**src/rtl/calc_pkg.sv**
```systemverilog
// Shared types, segment constants and the double-dabble step for the
// calculator result display.
package calc_pkg;

    typedef enum logic [1:0] {
        IDLE    = 2'd0,
        CONVERT = 2'd1,
        UPDATE  = 2'd2
    } state_t;

    localparam int CONV_ITER = 8;

    // Active-low segments, bit order {g,f,e,d,c,b,a}
    localparam logic [6:0] SEG_BLANK = 7'h7F;
    localparam logic [6:0] SEG_0     = 7'h40;
    localparam logic [6:0] SEG_1     = 7'h79;
    localparam logic [6:0] SEG_2     = 7'h24;
    localparam logic [6:0] SEG_3     = 7'h30;
    localparam logic [6:0] SEG_4     = 7'h19;
    localparam logic [6:0] SEG_5     = 7'h12;
    localparam logic [6:0] SEG_6     = 7'h02;
    localparam logic [6:0] SEG_7     = 7'h78;
    localparam logic [6:0] SEG_8     = 7'h00;
    localparam logic [6:0] SEG_9     = 7'h10;

    // One double-dabble iteration on {bcd[11:0], bin[7:0]}:
    // correct every BCD nibble that would overflow on doubling, then shift.
    function automatic logic [19:0] dd_step(input logic [19:0] sr);
        logic [19:0] t;
        t = sr;
        for (int i = 0; i < 3; i++) begin
            if (t[8+4*i +: 4] >= 4'd5)
                t[8+4*i +: 4] = t[8+4*i +: 4] + 4'd3;
        end
        return {t[18:0], 1'b0};
    endfunction

endpackage

```
**src/rtl/result_display_if.sv**
```systemverilog
// Handshake between the arithmetic unit and the result display, plus the
// display outputs toward the board HEX digits and LEDs.
interface result_display_if;
    logic       valid;
    logic [7:0] value;
    logic       add_sub_overflow;
    logic [1:0] mult_div_overflow;
    logic       busy;
    logic       done;
    logic [6:0] hex0;
    logic [6:0] hex1;
    logic [6:0] hex2;
    logic       dp0;
    logic       dp1;
    logic       ovf_led;

    // Producer side (arithmetic unit / testbench)
    modport master (
        output valid, value, add_sub_overflow, mult_div_overflow,
        input  busy, done, hex0, hex1, hex2, dp0, dp1, ovf_led
    );

    // Display side
    modport slave (
        input  valid, value, add_sub_overflow, mult_div_overflow,
        output busy, done, hex0, hex1, hex2, dp0, dp1, ovf_led
    );
endinterface

```
**src/rtl/seg7_decoder.sv**
```systemverilog
// Combinational BCD digit to active-low seven-segment decoder.
// Codes 10-15 never reach here from a valid conversion and show blank.
module seg7_decoder
    import calc_pkg::*;
(
    input  logic [3:0] i_digit,
    output logic [6:0] o_seg
);

    // Digit lookup, blank for non-decimal codes
    always_comb begin
        o_seg = SEG_BLANK;
        case (i_digit)
            4'd0: o_seg = SEG_0;
            4'd1: o_seg = SEG_1;
            4'd2: o_seg = SEG_2;
            4'd3: o_seg = SEG_3;
            4'd4: o_seg = SEG_4;
            4'd5: o_seg = SEG_5;
            4'd6: o_seg = SEG_6;
            4'd7: o_seg = SEG_7;
            4'd8: o_seg = SEG_8;
            4'd9: o_seg = SEG_9;
            default: o_seg = SEG_BLANK;
        endcase
    end

endmodule

```
**src/rtl/result_display.sv**
```systemverilog
// Captures an 8-bit result plus overflow flags, converts it to three BCD
// digits over eight double-dabble cycles and registers the HEX/LED outputs.
// One result every 10 cycles; valid arriving while busy is dropped.
module result_display
    import calc_pkg::*;
#(
    parameter bit BLANK_LEADING = 1'b1
) (
    input  logic             clk,
    input  logic             reset_n,
    result_display_if.slave  bus
);

    state_t      r_state;
    state_t      w_next;
    logic [19:0] r_sr;
    logic [2:0]  r_cnt;
    logic        r_asf;
    logic [1:0]  r_mdf;
    logic [6:0]  r_hex0;
    logic [6:0]  r_hex1;
    logic [6:0]  r_hex2;
    logic        r_dp0;
    logic        r_dp1;
    logic        r_ovf;
    logic        r_done;

    logic        w_capture;
    logic        w_step;
    logic        w_load;
    logic [3:0]  w_ones;
    logic [3:0]  w_tens;
    logic [3:0]  w_hund;
    logic [6:0]  w_seg_o;
    logic [6:0]  w_seg_t;
    logic [6:0]  w_seg_h;
    logic        w_blank_h;
    logic        w_blank_t;

    // State register
    always_ff @(posedge clk) begin
        if (!reset_n) r_state <= IDLE;
        else          r_state <= w_next;
    end

    // Next-state and datapath strobes
    always_comb begin
        w_next    = r_state;
        w_capture = 1'b0;
        w_step    = 1'b0;
        w_load    = 1'b0;
        case (r_state)
            IDLE: begin
                if (bus.valid) begin
                    w_capture = 1'b1;
                    w_next    = CONVERT;
                end
            end
            CONVERT: begin
                w_step = 1'b1;
                if (r_cnt == 3'(CONV_ITER - 1)) w_next = UPDATE;
            end
            UPDATE: begin
                w_load = 1'b1;
                w_next = IDLE;
            end
            default: w_next = IDLE;
        endcase
    end

    // Capture inputs and run the shift-add-3 iterations
    always_ff @(posedge clk) begin
        if (!reset_n) begin
            r_sr  <= '0;
            r_cnt <= '0;
            r_asf <= 1'b0;
            r_mdf <= '0;
        end else if (w_capture) begin
            r_sr  <= {12'd0, bus.value};
            r_cnt <= '0;
            r_asf <= bus.add_sub_overflow;
            r_mdf <= bus.mult_div_overflow;
        end else if (w_step) begin
            r_sr  <= dd_step(r_sr);
            r_cnt <= r_cnt + 3'd1;
        end
    end

    assign w_ones = r_sr[11:8];
    assign w_tens = r_sr[15:12];
    assign w_hund = r_sr[19:16];

    seg7_decoder u_dec_o (.i_digit(w_ones), .o_seg(w_seg_o));
    seg7_decoder u_dec_t (.i_digit(w_tens), .o_seg(w_seg_t));
    seg7_decoder u_dec_h (.i_digit(w_hund), .o_seg(w_seg_h));

    // Leading-zero suppression; the ones digit always shows
    assign w_blank_h = BLANK_LEADING && (w_hund == 4'd0);
    assign w_blank_t = BLANK_LEADING && (w_hund == 4'd0) && (w_tens == 4'd0);

    // Output registers update once per conversion; done marks that cycle
    always_ff @(posedge clk) begin
        if (!reset_n) begin
            r_hex0 <= SEG_0;
            r_hex1 <= SEG_BLANK;
            r_hex2 <= SEG_BLANK;
            r_dp0  <= 1'b1;
            r_dp1  <= 1'b1;
            r_ovf  <= 1'b0;
            r_done <= 1'b0;
        end else begin
            r_done <= w_load;
            if (w_load) begin
                r_hex0 <= w_seg_o;
                r_hex1 <= w_blank_t ? SEG_BLANK : w_seg_t;
                r_hex2 <= w_blank_h ? SEG_BLANK : w_seg_h;
                r_dp0  <= ~r_mdf[0];
                r_dp1  <= ~r_mdf[1];
                r_ovf  <= r_asf;
            end
        end
    end

    assign bus.busy    = (r_state != IDLE);
    assign bus.done    = r_done;
    assign bus.hex0    = r_hex0;
    assign bus.hex1    = r_hex1;
    assign bus.hex2    = r_hex2;
    assign bus.dp0     = r_dp0;
    assign bus.dp1     = r_dp1;
    assign bus.ovf_led = r_ovf;

endmodule

```
**src/flat_wrapper.sv**
```systemverilog
// flat-port wrapper written by rule: the top's interface ports become plain ports
module result_display_flat import calc_pkg::*;
#(
    parameter bit BLANK_LEADING = 1'b1
)
  (clk, reset_n, bus_valid, bus_value, bus_add_sub_overflow, bus_mult_div_overflow, bus_busy, bus_done, bus_hex0, bus_hex1, bus_hex2, bus_dp0, bus_dp1, bus_ovf_led);
  result_display_if bus_i ();
  input  logic clk;
  input  logic reset_n;
  input wire logic [$bits(bus_i.valid)-1:0] bus_valid;
  input wire logic [$bits(bus_i.value)-1:0] bus_value;
  input wire logic [$bits(bus_i.add_sub_overflow)-1:0] bus_add_sub_overflow;
  input wire logic [$bits(bus_i.mult_div_overflow)-1:0] bus_mult_div_overflow;
  output wire logic [$bits(bus_i.busy)-1:0] bus_busy;
  output wire logic [$bits(bus_i.done)-1:0] bus_done;
  output wire logic [$bits(bus_i.hex0)-1:0] bus_hex0;
  output wire logic [$bits(bus_i.hex1)-1:0] bus_hex1;
  output wire logic [$bits(bus_i.hex2)-1:0] bus_hex2;
  output wire logic [$bits(bus_i.dp0)-1:0] bus_dp0;
  output wire logic [$bits(bus_i.dp1)-1:0] bus_dp1;
  output wire logic [$bits(bus_i.ovf_led)-1:0] bus_ovf_led;
  assign bus_i.valid = bus_valid;
  assign bus_i.value = bus_value;
  assign bus_i.add_sub_overflow = bus_add_sub_overflow;
  assign bus_i.mult_div_overflow = bus_mult_div_overflow;
  assign bus_busy = bus_i.busy;
  assign bus_done = bus_i.done;
  assign bus_hex0 = bus_i.hex0;
  assign bus_hex1 = bus_i.hex1;
  assign bus_hex2 = bus_i.hex2;
  assign bus_dp0 = bus_i.dp0;
  assign bus_dp1 = bus_i.dp1;
  assign bus_ovf_led = bus_i.ovf_led;
  result_display #(.BLANK_LEADING(BLANK_LEADING)) u_core (.clk(clk), .reset_n(reset_n), .bus(bus_i));
endmodule
```
**config.mk**
```make
export PLATFORM = sky130hd
export DESIGN_NAME = result_display_flat
export DESIGN_NICKNAME = d
export VERILOG_FILES = /design/src/rtl/calc_pkg.sv /design/src/rtl/result_display_if.sv /design/src/rtl/seg7_decoder.sv /design/src/rtl/result_display.sv /design/src/flat_wrapper.sv
export SDC_FILE = /design/constraint.sdc
export NUM_CORES = 1
export LEC_CHECK = 0
export ABC_AREA = 1
export CAP_MARGIN = 15
export CORE_ASPECT_RATIO = 1.4
export CORE_MARGIN = 2
export CORE_UTILIZATION = 40
export CTS_CLUSTER_DIAMETER = 120
export DETAILED_ROUTE_END_ITERATION = 8
export PLACE_DENSITY = 0.68
export SLEW_MARGIN = 15
export SYNTH_ARGS = -nofsm -noshare
export SYNTH_HDL_FRONTEND = slang
export SYNTH_SLANG_ARGS = --single-unit
```
**constraint.sdc**
```tcl
create_clock -name clk -period 5.3 [get_ports clk]
set_clock_uncertainty 0.05 [all_clocks]
set_input_delay 1.59 -clock clk [delete_from_list [all_inputs] [get_ports clk]]
set_output_delay 1.59 -clock clk [all_outputs]
set_load 0.1 [all_outputs]
```
==> key figures <==
Final layout
  • Post-Layout Cell Count: around 550
  • Fill cells: 748
  • Share of cells above drive strength 1: 6.62%
  • Area delta synth->final: 19.9%
  • Nets: 485
  • Antenna fix cells: 0

Floorplan
  • Die area: about 8500 um^2
  • Die width: 78.4 um
  • Core area: between 7000 and 8000 um^2
  • Initial Utilization: around two fifths
  • Num ports: 40
  • # rows: 38
  • DIE HEIGHT: approximately 110 um

STA
  • RSZ-0062 raised after global routing: false
  • Max transition margin: 34.8%
  • Period minus WS final: around 3.7 ns
  • Fin Setup TNS: 0 ns
  • Final period utilization: 69.8%
  • Fin. Hold Viols: 0
  • Least-Margin Pin Slew: 0.974 ns
  • Slew Viols, Final: 0
  • Highest Clock Rate: 0.270 GHz
  • Count of final setup violators: 0

GRT
  • Pin count of the biggest net entering global routing: 29
  • Vias in the first global route: 2599
  • Total gr overflow: 0
  • Initial antenna violation count: 0
  • GRT Resource Usage Total: 16.5%
  • First-pass GRT wire length: 11200 um

Setup path
  • CP required: approximately 3.7 ns
  • CP Max Fanout: 3
  • Kind of critical path: flop to primary output
  • CP Data Arrival Time: 2.06 ns
  • CP Launch Type: flop
  • R2r endpoint: u_core.u_dec_t.o_seg[3]
  • R2R depth: 11
  • R2R Setup Slk: 2.95 ns
  • Reg-to-Reg Start: u_core.r_state[0]
  • Critical path capture point type: primary output

Hold path
  • Worst hold path endpoint: u_core.bus.hex1[0]
  • Worst Hold Path Cells: 2
  • Hold WC Path Type: flop to flop
  • Min-delay src: u_core.u_dec_t.o_seg[0]

Pwr
  • Leak: 0.00170 uW
  • Max IR drop VDD: 136 uV
  • Power per cell area: 266 nW/um^2

Synth
  • Syn avg cell area: 7.53 um^2
  • Post-synth net total: 448
  • Post-synth cell types: 28
  • Top post-synthesis cells by area: dfxtp_1, nand2_1, ha_1
  • Primary FF master, synth: dfxtp_1
  • Synth top area share: 43.3%
  • Synth Area in Compound Gates: 12.8%
  • Adder-Cell Fraction of Synth Area: 9.29%
  • Synth Warn #: 0
  • Post-synth top cells: nand2_1, dfxtp_1, inv_1
  • Simple-gate share of the synthesized area: between 20% and 30%
  • Post-synthesis sequential area ratio: 43.3%
  • Mux cell area share after synthesis: 0%
  • Synth area leader: dfxtp_1
  • Largest family of logic cells by synthesized area: simple AND/OR/NAND/NOR gates
  • Count leader, synth: nand2_1
  • Mapped Cells: 411
  • EDFF count, synth: 0
  • XOR/XNOR Fraction of Synth Area: less than 1%
  • Synthesized cell area: 3100 um^2
  • Yosys reg bits: 67
  • Synth async-reset ratio: 0%

Clock network
  • Htree depth: 3
  • Clock Root Buffer: clkbuf_8
  • Clk slew on worst S/H paths: roughly 0.070 ns
  • Worst skew pair latency: 0.35 ns
  • Clock Sinks: 67
  • TritonCTS clock tree: yes
  • # hold bufs at CTS: 0
  • Setup Buffers After CTS: 0
  • Num CTS Buffers: 9
  • CTS Buffer Depth: 2
  • Post_cts resized: 0

Flow run
  • Max cap viols: 0

Detailed routing
  • Via count: 2755
  • DRC viols: 0
  • WL/cell: 11.7 um
  • Antenna-violating nets left: 0
  • DRT Wirelength: 6450 um
  • Initial drt markers: 87
  • Vias per cell: between 4 and 5
  • Detailed Routing Iterations Pass 1: 4

Placement
  • Dpl hpwl: 4590 um
  • DP Cell Count: 537
  • Placer Congestion: 0.897
  • IO Port Bufs: 39

Status
  • Status: completed
==> state kept, by name (all words and copies together) (netlist names), 2 cells and up <==
register / flops
u_core.bus.hex0: 7
u_core.r_mdf: 2
u_core.u_dec_h.o_seg: 7
u_core.bus.hex1: 7
u_core.u_dec_t.o_seg: 7
u_core.bus.hex2: 7
u_core.r_cnt: 3
u_core.r_sr: 20
u_core.r_state: 2
==> how the worst max path moves through the flow <==
stage	from	end	slack (ns)	depth (start not counted)
2_1_floorplan	bus_valid	u_core.u_dec_h.o_seg[5]	2.38	12
3_3_place_gp	reset_n	u_core.u_dec_h.o_seg[0]	1.60	11
3_5_place_dp	reset_n	u_core.u_dec_h.o_seg[0]	1.52	11
4_1_cts	u_core.r_state[1]	bus_busy	1.58	3
5_1_grt	u_core.r_state[1]	bus_busy	1.52	3
6_report	u_core.r_state[1]	bus_busy	1.60	3
==> kinds of logic (layout without fill, tap and decap cells) <==
| group | count (synthesis) | in the layout |
|---|---|---|
| AO/OA/AOI/OAI | 68 | 68 |
| flip-flops | 67 | 67 |
| XOR/XNOR | 2 | 2 |
| AND/OR/NAND/NOR | 193 | 193 |
| buffers and inverters | 58 | 100 |
| adder cells (fa/ha/maj) | 23 | 23 |
==> critical path: stages (launching register included) <==
cell and delay (ns):
dfxtp_1 0.39, inv_1 0.07, nand2_2 0.11, clkdlybuf4s50_1 1.15
==> area by class of cell <==
class,instances,area [um^2],share of cell area [%]
clock buffers,10,128,3.44
clock inverters,6,32.5,0.876
inverters,44,165,4.45
multi-input cells,286,1520,41.0
flip-flops and latches,67,1340,36.1
well taps,100,125,3.37
repair buffers,40,398,10.7
==> power breakdown <==
part / total, uW / internal [uW] / switching, uW
sequential: 529 / 520 / 8.38
clock: 357 / 165 / 192
combinational: 102 / 35.6 / 66.6
==> per-layer routing <==
layer	track usage [%]	share of wire, %
met4	6.89	1.5
met3	4.42	3.0
met1	18.0	43
met2	30.0	52
met5	0	0
==> per-stage QoR <==
stage          hold slack (ns)  util, %  area [um^2]  total power [uW]  setup slack [ns]
2_1_floorplan            0.371        -         3100               615              2.38
5_1_grt                  0.421     48.5         3710              1040              1.52
3_3_place_gp             0.378     46.4         3550               640              1.60
6_report                 0.394     48.5         3710               988              1.60
4_1_cts                  0.397     48.5         3710               997              1.58
3_5_place_dp             0.385     46.4         3550               643              1.52
==> cells in the final DEF (no fill, tap or decap), drive strengths merged <==
cell type / n
clkinvlp: 1
nor2: 24
o21ai: 22
ha: 23
inv: 43
xor2: 1
clkinv: 6
a31oi: 7
buf: 1
o211ai: 4
dfxtp: 67
nand3: 29
a221oi: 1
nor3: 1
xnor2: 1
nand4: 8
o22ai: 14
a21oi: 20
clkdlybuf4s50: 39
clkbuf: 10
nand2: 131
(Power assumes the default switching activity.)
